## src/rtl/vfs_pkg.sv

```systemverilog
`default_nettype none
// +----------------------------------------------------------------------------+
// | vfs_pkg : shared state encoding, default timing and width helper           |
// | Revision: 1.0                                                              |
// +----------------------------------------------------------------------------+
package vfs_pkg;

    typedef enum logic [1:0] {
        ST_IDLE   = 2'd0,
        ST_VBLANK = 2'd1,
        ST_ACTIVE = 2'd2,
        ST_DONE   = 2'd3
    } vfs_state_t;

    localparam int c_h_act_def   = 64;
    localparam int c_h_blank_def = 16;
    localparam int c_v_act_def   = 48;
    localparam int c_v_blank_def = 4;
    localparam int c_dw_def      = 12;

    // Bits needed to count 0..n-1, never less than one.
    function automatic int cnt_w(input int n);
        return (n <= 2) ? 1 : $clog2(n);
    endfunction

endpackage
`default_nettype wire

```

## src/rtl/vid_frame_seq_if.sv

```systemverilog
`default_nettype none
// +----------------------------------------------------------------------------+
// | vid_frame_seq_if : pixel source fetch and downstream sink signals          |
// | Revision: 1.0                                                              |
// +----------------------------------------------------------------------------+
interface vid_frame_seq_if
    import vfs_pkg::*;
#(
    parameter int DW = c_dw_def
);
    logic          pix_req;
    logic          pix_vld;
    logic [DW-1:0] pix_data;
    logic          outV;
    logic          outH;
    logic [DW-1:0] outDATA;

    modport master (output pix_req, outV, outH, outDATA, input pix_vld, pix_data);
    modport slave  (input pix_req, outV, outH, outDATA, output pix_vld, pix_data);
endinterface
`default_nettype wire

```

## src/rtl/vfs_timing_cnt.sv

```systemverilog
`default_nettype none
// +----------------------------------------------------------------------------+
// | vfs_timing_cnt : h/v raster counters with line-end and frame-end strobes   |
// | Revision: 1.0                                                              |
// +----------------------------------------------------------------------------+
module vfs_timing_cnt
    import vfs_pkg::*;
#(
    parameter int H_ACT   = c_h_act_def,
    parameter int H_BLANK = c_h_blank_def,
    parameter int V_ACT   = c_v_act_def,
    parameter int V_BLANK = c_v_blank_def,
    parameter int HW      = cnt_w(H_ACT + H_BLANK),
    parameter int VW      = cnt_w(V_BLANK + V_ACT)
)(
    input  logic          clk,
    input  logic          rst,
    input  logic          en,
    output logic [HW-1:0] h,
    output logic [VW-1:0] v,
    output logic          line_end,
    output logic          frame_end
);
    logic [HW-1:0] r_h;
    logic [VW-1:0] r_v;

    // v counts every line of the frame, blank lines first.
    assign line_end  = (r_h == HW'(H_ACT + H_BLANK - 1));
    assign frame_end = line_end && (r_v == VW'(V_BLANK + V_ACT - 1));

    always_ff @(posedge clk) begin
        if (rst || !en) begin
            r_h <= '0;
            r_v <= '0;
        end else if (line_end) begin
            r_h <= '0;
            r_v <= frame_end ? '0 : r_v + VW'(1);
        end else begin
            r_h <= r_h + HW'(1);
        end
    end

    assign h = r_h;
    assign v = r_v;
endmodule
`default_nettype wire

```

## src/rtl/vid_frame_seq.sv

```systemverilog
`default_nettype none
// +----------------------------------------------------------------------------+
// | vid_frame_seq : emits N frames of blank/active raster timing, fetching     |
// | pixels from a source. Optional test pattern: define VFS_TESTPAT_EN.        |
// | Revision: 1.0                                                              |
// +----------------------------------------------------------------------------+
module vid_frame_seq
    import vfs_pkg::*;
#(
    parameter int H_ACT   = c_h_act_def,
    parameter int H_BLANK = c_h_blank_def,
    parameter int V_ACT   = c_v_act_def,
    parameter int V_BLANK = c_v_blank_def,
    parameter int DW      = c_dw_def
)(
    input  logic                   clk,
    input  logic                   rst,
    input  logic                   start,
    input  logic [7:0]             num_frames,
`ifdef VFS_TESTPAT_EN
    input  logic                   test_pat,
`endif
    vid_frame_seq_if.master        vid,
    output logic                   busy,
    output logic                   done,
    output logic [7:0]             frame_idx,
    output logic                   underflow
);
    localparam int HW = cnt_w(H_ACT + H_BLANK);
    localparam int VW = cnt_w(V_BLANK + V_ACT);

    vfs_state_t    r_state, w_state_nxt;
    logic [7:0]    r_num, r_frame_idx;
    logic          r_uf, r_done, r_outv, r_outh;
    logic [DW-1:0] r_outd;
    logic [HW-1:0] w_h;
    logic [VW-1:0] w_v;
    logic          w_line_end, w_frame_end, w_run, w_pix_slot, w_last_frame, w_accept;
    logic          w_tp_on;
    logic [DW-1:0] w_tp_pix;

    assign w_run        = (r_state == ST_VBLANK) || (r_state == ST_ACTIVE);
    assign w_accept     = (r_state == ST_IDLE) && start;
    assign w_last_frame = ({1'b0, r_frame_idx} + 9'd1) >= {1'b0, r_num};

    vfs_timing_cnt #(
        .H_ACT(H_ACT), .H_BLANK(H_BLANK), .V_ACT(V_ACT), .V_BLANK(V_BLANK), .HW(HW), .VW(VW)
    ) u_cnt (
        .clk(clk), .rst(rst), .en(w_run),
        .h(w_h), .v(w_v), .line_end(w_line_end), .frame_end(w_frame_end)
    );

    always_ff @(posedge clk) begin
        if (rst) r_state <= ST_IDLE;
        else     r_state <= w_state_nxt;
    end

    always_comb begin
        w_state_nxt = r_state;
        w_pix_slot  = 1'b0;
        case (r_state)
            ST_IDLE:   if (start) w_state_nxt = (num_frames == 8'd0) ? ST_DONE : ST_VBLANK;
            ST_VBLANK: if (w_line_end && (w_v == VW'(V_BLANK - 1))) w_state_nxt = ST_ACTIVE;
            ST_ACTIVE: begin
                w_pix_slot = (w_h < HW'(H_ACT));
                if (w_frame_end) w_state_nxt = w_last_frame ? ST_DONE : ST_VBLANK;
            end
            ST_DONE:   w_state_nxt = ST_IDLE;
            default:   w_state_nxt = ST_IDLE;
        endcase
    end

`ifdef VFS_TESTPAT_EN
    logic          r_tp;
    logic [VW-1:0] w_act_line;

    always_ff @(posedge clk) begin
        if (rst)           r_tp <= 1'b0;
        else if (w_accept) r_tp <= test_pat;
    end

    // Pattern carries the pixel column and the active-line index.
    assign w_act_line = w_v - VW'(V_BLANK);
    assign w_tp_pix   = DW'({(DW/2)'(w_h), (DW/2)'(w_act_line)});
    assign w_tp_on    = r_tp;
`else
    assign w_tp_pix   = '0;
    assign w_tp_on    = 1'b0;
`endif

    assign vid.pix_req = w_pix_slot && !w_tp_on;

    always_ff @(posedge clk) begin
        if (rst) begin
            r_outv <= 1'b0;
            r_outh <= 1'b0;
            r_outd <= '0;
        end else begin
            r_outv <= (r_state == ST_ACTIVE);
            r_outh <= w_pix_slot;
            if (w_pix_slot)
                r_outd <= w_tp_on ? w_tp_pix : (vid.pix_vld ? vid.pix_data : '0);
        end
    end

    always_ff @(posedge clk) begin
        if (rst) begin
            r_num       <= 8'd0;
            r_frame_idx <= 8'd0;
            r_uf        <= 1'b0;
            r_done      <= 1'b0;
        end else begin
            r_done <= (r_state == ST_DONE);
            if (w_accept) begin
                r_num       <= num_frames;
                r_frame_idx <= 8'd0;
                r_uf        <= 1'b0;
            end else begin
                if ((r_state == ST_ACTIVE) && w_frame_end) r_frame_idx <= r_frame_idx + 8'd1;
                // A missing pixel is flagged but the raster keeps running.
                if (vid.pix_req && !vid.pix_vld) r_uf <= 1'b1;
            end
        end
    end

    assign vid.outV    = r_outv;
    assign vid.outH    = r_outh;
    assign vid.outDATA = r_outd;
    assign busy        = w_run;
    assign done        = r_done;
    assign frame_idx   = r_frame_idx;
    assign underflow   = r_uf;
endmodule
`default_nettype wire

```

## src/flat_wrapper.sv

```systemverilog
// flat-port wrapper written by rule: the top's interface ports become plain ports
module vid_frame_seq_flat import vfs_pkg::*;
#(
    parameter int H_ACT   = c_h_act_def,
    parameter int H_BLANK = c_h_blank_def,
    parameter int V_ACT   = c_v_act_def,
    parameter int V_BLANK = c_v_blank_def,
    parameter int DW      = c_dw_def
)
  (clk, rst, start, num_frames, busy, done, frame_idx, underflow, vid_pix_req, vid_outV, vid_outH, vid_outDATA, vid_pix_vld, vid_pix_data);
  vid_frame_seq_if #(.DW(DW)) vid_i ();
  input  logic clk;
  input  logic rst;
  input  logic start;
  input  logic [7:0] num_frames;
  output logic busy;
  output logic done;
  output logic [7:0] frame_idx;
  output logic underflow;
  output wire logic [$bits(vid_i.pix_req)-1:0] vid_pix_req;
  output wire logic [$bits(vid_i.outV)-1:0] vid_outV;
  output wire logic [$bits(vid_i.outH)-1:0] vid_outH;
  output wire logic [$bits(vid_i.outDATA)-1:0] vid_outDATA;
  input wire logic [$bits(vid_i.pix_vld)-1:0] vid_pix_vld;
  input wire logic [$bits(vid_i.pix_data)-1:0] vid_pix_data;
  assign vid_pix_req = vid_i.pix_req;
  assign vid_outV = vid_i.outV;
  assign vid_outH = vid_i.outH;
  assign vid_outDATA = vid_i.outDATA;
  assign vid_i.pix_vld = vid_pix_vld;
  assign vid_i.pix_data = vid_pix_data;
  vid_frame_seq #(.H_ACT(H_ACT), .H_BLANK(H_BLANK), .V_ACT(V_ACT), .V_BLANK(V_BLANK), .DW(DW)) u_core (.clk(clk), .rst(rst), .start(start), .num_frames(num_frames), .vid(vid_i), .busy(busy), .done(done), .frame_idx(frame_idx), .underflow(underflow));
endmodule
```

## config.mk

```make
export PLATFORM = sky130hd
export DESIGN_NAME = vid_frame_seq_flat
export DESIGN_NICKNAME = d
export VERILOG_FILES = /design/src/rtl/vfs_pkg.sv /design/src/rtl/vid_frame_seq_if.sv /design/src/rtl/vfs_timing_cnt.sv /design/src/rtl/vid_frame_seq.sv /design/src/flat_wrapper.sv
export SDC_FILE = /design/constraint.sdc
export NUM_CORES = 1
export LEC_CHECK = 0
export ABC_AREA = 1
export BUFFER_PORTS_ARGS = -buffer_cell sky130_fd_sc_hd__buf_2
export CAP_MARGIN = 20
export CORE_UTILIZATION = 48
export DETAILED_ROUTE_END_ITERATION = 12
export PLACE_DENSITY = 0.77
export SYNTH_ARGS = -nofsm -noshare
export SYNTH_HDL_FRONTEND = slang
export SYNTH_SLANG_ARGS = --single-unit
```

## constraint.sdc

```tcl
create_clock -name clk -period 1.9 [get_ports clk]
set_clock_uncertainty 0.05 [all_clocks]
set_input_delay 0.095 -clock clk [delete_from_list [all_inputs] [get_ports clk]]
set_output_delay 0.095 -clock clk [all_outputs]
set_load 0.005 [all_outputs]
```

After elaboration in Yosys (flattened, before gate mapping)
Cells that the tools add are included.
{ "op_classes": {"add_sub_neg": 4, "order_cmp": 2, "eq_ne": 9, "muxes": 9, "n_reduce_logical": 14} }
{ "ops": {"columns": ["op", "n"], "rows": [
  ["12-bit 2-to-1 mux", 1],
  ["2-bit 2-to-1 mux", 5],
  ["8-bit by 1-bit adder with 9-bit output, second input constant", 1],
  ["9-bit by 8-bit >= comparator with 1-bit output", 1],
  ["8-bit by 1-bit adder with 8-bit output, second input constant", 1],
  ["8-bit zero test", 1],
  ["2-bit one-hot mux with 4 select lines", 1],
  ["7-bit by 1-bit adder with 7-bit output, second input constant", 1],
  ["7-bit == test, second input constant", 1],
  ["7-bit less-than comparator, second input constant", 1],
  ["6-bit by 1-bit adder with 6-bit output, second input constant", 1],
  ["6-bit by 2-bit == test with 1-bit output, second input constant", 1],
  ["6-bit == test, second input constant", 1],
  ["6-bit 2-to-1 mux", 1],
  ["2-bit != test, second input constant", 3],
  ["1-bit logical AND", 5],
  ["2-bit == test, second input constant", 2],
  ["2-bit OR reduction", 2],
  ["3-bit AND reduction", 1],
  ["2-bit by 1-bit == test with 1-bit output, second input constant", 1],
  ["1-bit zero test", 2],
  ["2-bit zero test", 1],
  ["1-bit logical OR", 2],
  ["1-bit 2-to-1 mux", 1]
]} }
{ "totals": {"reg_bits": 47, "in_bits": 24, "output_inout_bits": 26, "word_cells": 48} }

Longest topological paths before layout
Gate-level depths: netlist (run 1).
{ "logic_depth": {"word_depth": 5, "mapped_depth": 17, "depth_no_buf": 17} }

By module
A second synthesis (run 1) with hierarchy kept.
{ "unflattened": {"cells_unflattened": 303, "area_unflattened_um2": 2247.2} }
{ "by_module_without_submodules": {"columns": ["mod", "instances", "cells_per_inst", "area_each_um2"], "rows": [
  ["vid_frame_seq", 1, 216, 1634.1],
  ["vfs_timing_cnt", 1, 87, 613.1]
]} }

Worst setup path after synthesis (run 1)
OpenSTA, ideal clock, no wires.
{ "synth_path": {"path_type": "register to register", "start": "register u_core.r_frame_idx[0], in the netlist u_core.frame_idx[0]", "end": "register u_core.r_state[1]", "setup_time_ps": 118, "arrival_ps": 1822, "required_time_ps": 1732, "setup_slack_ps": -90, "path_stages_with_launch": 16, "path_buffers": 0, "synth_period_minus_slack_ps": 1990, "cell_sequence": "dfxtp_1 ha_1 nand3_1 nor3_1 xor2_1 ha_1 nand2_1 inv_1 nand2_1 nand2_1 nand2_1 nand2_1 nand2_1 nand2_1 nand2_1 a21oi_1"} }
{ "synth_between": {"elab_chain_len": 5} }
{ "synth_lines": {"columns": ["item", "line", "text"], "rows": [
  ["start: declaration", "vid_frame_seq.sv:33", "logic [7:0] r_num, r_frame_idx;"],
  ["start signal: assignment", "vid_frame_seq.sv:119", "if ((r_state == ST_ACTIVE) && w_frame_end) r_frame_idx <= r_frame_idx + 8'd1;"],
  ["8-bit by 1-bit adder with 9-bit output", "vid_frame_seq.sv:44", "assign w_last_frame = ({1'b0, r_frame_idx} + 9'd1) >= {1'b0, r_num};"],
  ["9-bit by 8-bit >= comparator with 1-bit output", "vid_frame_seq.sv:44", null],
  ["2-bit 2-to-1 mux (2 in series)", "vid_frame_seq.sv:66", "if (w_frame_end) w_state_nxt = w_last_frame ? ST_DONE : ST_VBLANK;"],
  ["2-bit one-hot mux with 4 select lines", "vid_frame_seq.sv:61", "case (r_state)"],
  ["end signal: assignment", "vid_frame_seq.sv:55", "else r_state <= w_state_nxt;"],
  ["end: declaration", "vid_frame_seq.sv:32", "vfs_state_t r_state, w_state_nxt;"]
]} }
No other way between the ends. The select of a mux whose other input is x is not followed.
A chain may end at the register's enable or synchronous reset.

Final worst setup path (run 1)
{ "layout_path": {"start": "register u_core.r_frame_idx[1], in the netlist u_core.frame_idx[1]", "end": "register u_core.r_state[1]"} }
Same word-level chain as after synthesis.

==> out/results.tsv, run 1 <==
metric	value	unit
outcome	finished, violations left	
failing checks	setup timing	
starting density of the core	0.503	
Post-synth EDFFs	0	
kind of critical path	register to register	
fmax	504	MHz
Synth top area share	0.424	
vias in the first global route	1955	
Worst Path Buf+Inv	2	
ANT nets after route	0	
# clock sinks	47	
drt total wl	4.97	mm
placed cells	391	
final worst path period need	1.98	ns
cell taking the most area after synthesis	dfxtp_1	
Final Hold Fails	0	
DR WL/cell	11.9	um
WHS	0.0113	ns
Post-synth ARST share	0	
CP top delay family	simple AND/OR/NAND/NOR gates	
Crit Path Max Fanout	2	
Port Buffers	49	
initial antenna violation count	0	
area added between synthesis and finish	32.3	%
HP Class	primary input to register	
clk slew on worst S/H paths	0.09	ns
DR vias	2094	
vias per cell	5.01	
core box area	4410	sq um
Sw Ratio	0.340	
Int Power	1.80	mW
DRT Pass-1 Iters	5	
Switch Pwr	928	uW
slowest stage delay, CP	0.36	ns
Max-Cap Viols	0	
Seq cells post-synth	47	
Die ar.	4900	sq um
post-synth cell types	26	
Worst slew margin	0.785	
Worst-Skew Late Latency	0.31	ns
Synth Area in XOR/XNOR	0.0355	
# rows	24	
Synth area leaders	dfxtp_1 42%, ha_1 9.0%, nand2_1 8.6%, a21oi_1 8.3%, inv_1 6.1%	
Syn Nets	331	
slowest stage cell, crit path	dfxtp_4	
Worst Tran Pin Value	0.320	ns
Synth Cell Area	2220	sq um
Synth Area in Compound Gates	0.131	
Layout Nets	405	
Req. time, crit path	2.09	ns
# IOs	50	
critical path arrival	2.17	ns
final setup fails	1	
antenna fix cells	0	
largest net degree at the start of global routing	18	
Syn Area/Cell	7.63	sq um
HPWL after DPL	3.42	mm
Top FF cell, synth	dfxtp_1	
final std cells w/o fill	418	
CTS tree	built	
routability cong.	0.783	
CTS H-Tree Depth	2	
crit share post-route	1.04	
part of the power in registers	0.421	
Die Ht	70	um
multiplexer share of the synthesized area	0	
post-synthesis simple-gate area fraction	0.236	
Clock Power Share	0.275	
PD cells	930	nW/um^2
Cells after Synth	291	
CTS Buf Count	5	
Fillers	348	
crit path launch type	register	
crit-path cells	ha_4 -> nand3_4 -> xor2_1 -> inv_1 -> ha_4 -> nand2_2 -> inv_2 -> nand3_2 -> nand3_2 -> nand2_1 -> nand2_1 -> nand2_1 -> nand2_1 -> nand2_1 -> nand2_1 -> nand2_1 -> a21oi_1	
cell mode on critical path	nand2_1	
sequential area share after synthesis	0.424	
Die Span X	70	um
Slew Limit Fails	0	
total gr overflow	0	
DRC viols	0	
power share of the combinational group	0.304	
Clock Tree Buf Depth	2	
Yosys warning total	0	
Total Routing Usage GR	0.215	
crit end category	register	
Design Power	2.73	mW
Iteration-0 DRC Markers	167	
peak supply drop	562	uV
RSZ-0062 raised after global routing	yes	
first-pass GRT wire length	8.47	mm
main combinational cell family by area after synthesis	simple AND/OR/NAND/NOR gates	
post-route setup slack	-0.0835	ns
Leak	1.38	nW
Adder-Cell Fraction of Synth Area	0.0902	
Root Driver	clkbuf_8	
ratio of cells with drive above 1 in the final layout	0.265	
[Yosys cell counts (2+ instances only)]
cell type   n
a21oi_1    37
clkbuf_1    6
dfxtp_1    47
ha_1       16
inv_1      36
inv_2       5
nand2_1    51
nand3_1    21
nand3_4     2
nor2_1     30
nor3_1      3
nor3b_1     2
o21ai_0    10
o21ai_1     6
xnor2_1     2
xor2_1      7
[power by group through the flow]
stage	Combinational, mW	Clock [mW]	Sequential [mW]
after CTS	0.796	0.769	1.15
after floorplan	0.538	0	1.17
after global routing	0.957	0.814	1.17
final	0.829	0.751	1.15
after detailed placement	0.776	0	1.18
after global placement	0.754	0	1.17
[cell type report]
class | count | area, sq um | share of cell area
tap | 52 | 65.1 | 0.0222
multi-input combinational | 195 | 1190 | 0.405
timing repair buffer | 75 | 468 | 0.159
inverter | 41 | 154 | 0.0524
clock inverter | 3 | 46.3 | 0.0158
sequential | 47 | 946 | 0.322
clock buffer | 5 | 68.8 | 0.0234
[what timing repair did]
action,4_1_cts,5_1_grt
pin swaps,5,3
endpoints found under the setup margin,1,2
hold buffers,11,0
gates resized for setup,6,12
endpoints found under the hold margin,11,0
setup buffers,7,1
[per-layer routing]
layer,share of wire,GRT usage,vias to the layer above
met4,0.027,0.0800,0
met3,0.038,0.0462,18
met1,0.44,0.270,946
met5,0,0,-
li1,-,-,1077
met2,0.50,0.361,53
[tightest hold or removal path: stages]
cell	delay [ns]
buf_2	0.09
o21ai_0	0.07
nor2_1	0.08
[per-stage QoR]
step	util	setup WS, ns	cell area (sq um)	TNS, ns
after floorplan	-	0.0120	2230	0
after global placement	0.579	-0.0209	2560	-0.0209
after detailed placement	0.579	-0.120	2560	-0.120
after CTS	0.650	-0.0651	2870	-0.0651
after global routing	0.665	-0.250	2940	-0.251
final	0.665	-0.0835	2940	-0.0835
[worst paths after layout]
path / startpoint / end / slack [ns] / cells after the start
worst min-delay path: num_frames[0] / u_core.r_num[0] / 0.01 / 3
worst max register to register: u_core.frame_idx[1] / u_core.r_state[1] / -0.08 / 17
worst min register to register: u_core.u_cnt.h[0] / u_core.u_cnt.h[0] / 0.41 / 1
worst max-delay path: u_core.frame_idx[1] / u_core.r_state[1] / -0.08 / 17
[kinds of logic (layout without fill, tap and decap cells)]
| logic type | count (synthesis) | count (layout) |
|---|---|---|
| adders and majority gates | 16 | 16 |
| and+or+nand+nor | 114 | 114 |
| xor gates and xnor gates | 9 | 9 |
| AOI/OAI and AO/OA | 56 | 56 |
| buffers and inverters | 49 | 124 |
| DFF | 47 | 47 |
[flip-flops by register name, summed over array words and instances (netlist names)]
signal and cells:
u_core.vid.outDATA 12, u_core.frame_idx 8, u_core.r_num 8, u_core.u_cnt.h 7, u_core.u_cnt.v 6, u_core.r_state 2
u_core.done 1, u_core.underflow 1, u_core.vid.outH 1, u_core.vid.outV 1
[cell usage in the layout (no fill, tap or decap), drive strengths merged]
cell type    netlist  final
or2                1      1
clkinvlp           0      1
o21a               1      1
nand3             23     23
nor3b              2      2
buf                2     64
o21ai             16     16
a21oi             37     37
xor2               7      7
inv               41     42
nor3               3      3
nor2              32     32
xnor2              2      2
bufinv             0      1
nor4               1      1
nand4              1      1
dfxtp             47     47
o221a              1      1
clkbuf             6      5
nand2             51     51
dlygate4sd3        0     11
ha                16     16
a31oi              1      1
No activity file was read; power rests on OpenSTA's default activity.
==> inputs of run 2 (changes only) <==
--- a/config.mk
+++ b/config.mk
@@ -8,9 +8,10 @@
 export ABC_AREA = 1
 export BUFFER_PORTS_ARGS = -buffer_cell sky130_fd_sc_hd__buf_2
 export CAP_MARGIN = 20
+export CORE_MARGIN = 10
 export CORE_UTILIZATION = 48
 export DETAILED_ROUTE_END_ITERATION = 12
-export PLACE_DENSITY = 0.77
+export PLACE_DENSITY = 0.85
 export SYNTH_ARGS = -nofsm -noshare
 export SYNTH_HDL_FRONTEND = slang
 export SYNTH_SLANG_ARGS = --single-unit
==> run 2 against run 1 <==
  * The run still ends with setup timing left
  * Maximum frequency decreased by 1.4%
  * Non-clock buffer count fell by 4
  * Critical endpoint unchanged
  * Register-to-register slack worse by 0.03 ns
  * Global-route usage down 7.4 points
  * Combinational power shrank 2%
  * Clock power up 3.9%
  * Highest routed layer unchanged
==> out/results.tsv, run 2 (synthesis results as in run 1) <==
metric	value	unit
outcome	finished, violations left	
failing checks	setup timing	
vias in the first global route	1992	
M1 WL	2.21	mm
placed cells	390	
Worst slew margin	0.741	
CTS tree	built	
HPWL after DPL	3.90	mm
Clock Tree Buf Depth	2	
Die Ht	88	um
Worst-Skew Late Latency	0.30	ns
Port Buffers	49	
Worst Tran Pin Value	0.387	ns
HP Class	primary input to register	
peak supply drop	463	uV
clk slew on worst S/H paths	0.09	ns
DRC viols	0	
antenna fix cells	0	
CTS H-Tree Depth	2	
routability cong.	0.828	
ANT nets after route	0	
WHS	0.00557	ns
RSZ-0062 raised after global routing	yes	
core box area	4410	sq um
crit path launch type	register	
final std cells w/o fill	414	
Slew Limit Fails	0	
DR WL/cell	13.6	um
Die Span X	88	um
fmax	497	MHz
Total Routing Usage GR	0.141	
post-place setup slack	-0.149	ns
vias per cell	5.03	
kind of critical path	register to register	
first-pass GRT wire length	8.87	mm
largest net degree at the start of global routing	18	
drt total wl	5.62	mm
crit share post-route	1.06	
total gr overflow	0	
setup slack, reg-to-reg	-0.11	ns
ratio of cells with drive above 1 in the final layout	0.262	
Crit Path Max Fanout	2	
Iteration-0 DRC Markers	108	
# IOs	50	
Layout Nets	401	
PD cells	943	nW/um^2
initial antenna violation count	0	
area added between synthesis and finish	31.5	%
# rows	24	
uppermost layer routed	met4	
Root Driver	clkbuf_8	
setup tns final	-0.112	ns
Die ar.	7740	sq um
DR WL met3	331	um
Final Hold Fails	0	
CTS Buf Count	5	
Max-Cap Viols	0	
DR vias	2082	
Req. time, crit path	2.05	ns
# clock sinks	47	
commonest non-fill, non-tap cell in the layout	nand2_1	
starting density of the core	0.503	
post-route setup slack	-0.112	ns
Met2 Routed Length	2.98	mm
commonest non-fill, non-tap cells in the layout	50 x nand2_1, 49 x buf_2, 43 x dfxtp_1	
Largest register FFs	12	
Layout Utilization	0.661	
crit end category	register	
final setup fails	1	
final worst path period need	2.01	ns
Leak	1.36	nW
DRT Pass-1 Iters	6	
critical path arrival	2.17	ns
-- run 2: cell types whose count changed in the layout (fill, tap and decap cells not counted), moves of 2 or more --
cell	previous run	this run
buf_4	15	11
dfxtp_2	1	4
dfxtp_1	45	43
nand3_1	17	19
nand3_2	3	1
-- run 2: final timing paths --
kind,cells past startpoint,from,endpoint
worst max-delay path,13,u_core.frame_idx[0],u_core.r_state[1]
worst min-delay path,3,num_frames[0],u_core.r_num[0]
worst max register to register,13,u_core.frame_idx[0],u_core.r_state[1]
worst min register to register,1,u_core.u_cnt.h[0],u_core.u_cnt.h[0]
-- run 2: metrics by stage --
step	cell area, sq um	power [mW]
finish	2920	2.75
global route	2920	2.94
CTS	2860	2.75
detailed placement	2550	1.95
global placement	2550	1.93
floorplan	2230	1.71
-- run 2: final cells by class --
cell class                 count  area (sq um)
timing repair buffer          71           439
tap                           52          65.1
fill                         346          1500
clock inverter                 2          38.8
inverter                      41           154
sequential                    47           946
clock buffer                   6          82.6
multi-input combinational    195          1190
-- run 2: worst max-delay path, stage by stage (launching register included) --
cell     delay, ns
dfxtp_2       0.37
ha_4          0.15
nand3_4       0.10
nor3_4        0.21
xor2_2        0.22
ha_1          0.30
a21oi_2       0.15
nand2_1       0.07
nand2_1       0.05
nand2_1       0.04
nand2_1       0.06
nand2_1       0.05
nand2_1       0.05
a21oi_1       0.05
-- run 2: timing repair --
action / CTS / global route
setup endpoints to repair: 1 / 2
endpoints found under the hold margin: 10 / 0
pin swaps: 5 / 3
hold buffers: 10 / 0
buffers inserted: 7 / 0
resized for setup: 6 / 13
-- run 2: metal layers --
metal  GRT usage  vias to the layer above
met1       0.152                      944
li1            -                     1070
met2       0.250                       56
met4      0.0507                        0
met5           0                        -
met3      0.0474                       12
-- run 2: report_power, final --
group          switching, mW  total, mW  internal, mW
logic                  0.514      0.815         0.301
registers             0.0549       1.16          1.10
clock network          0.347      0.780         0.433
total                  0.916       2.75          1.83
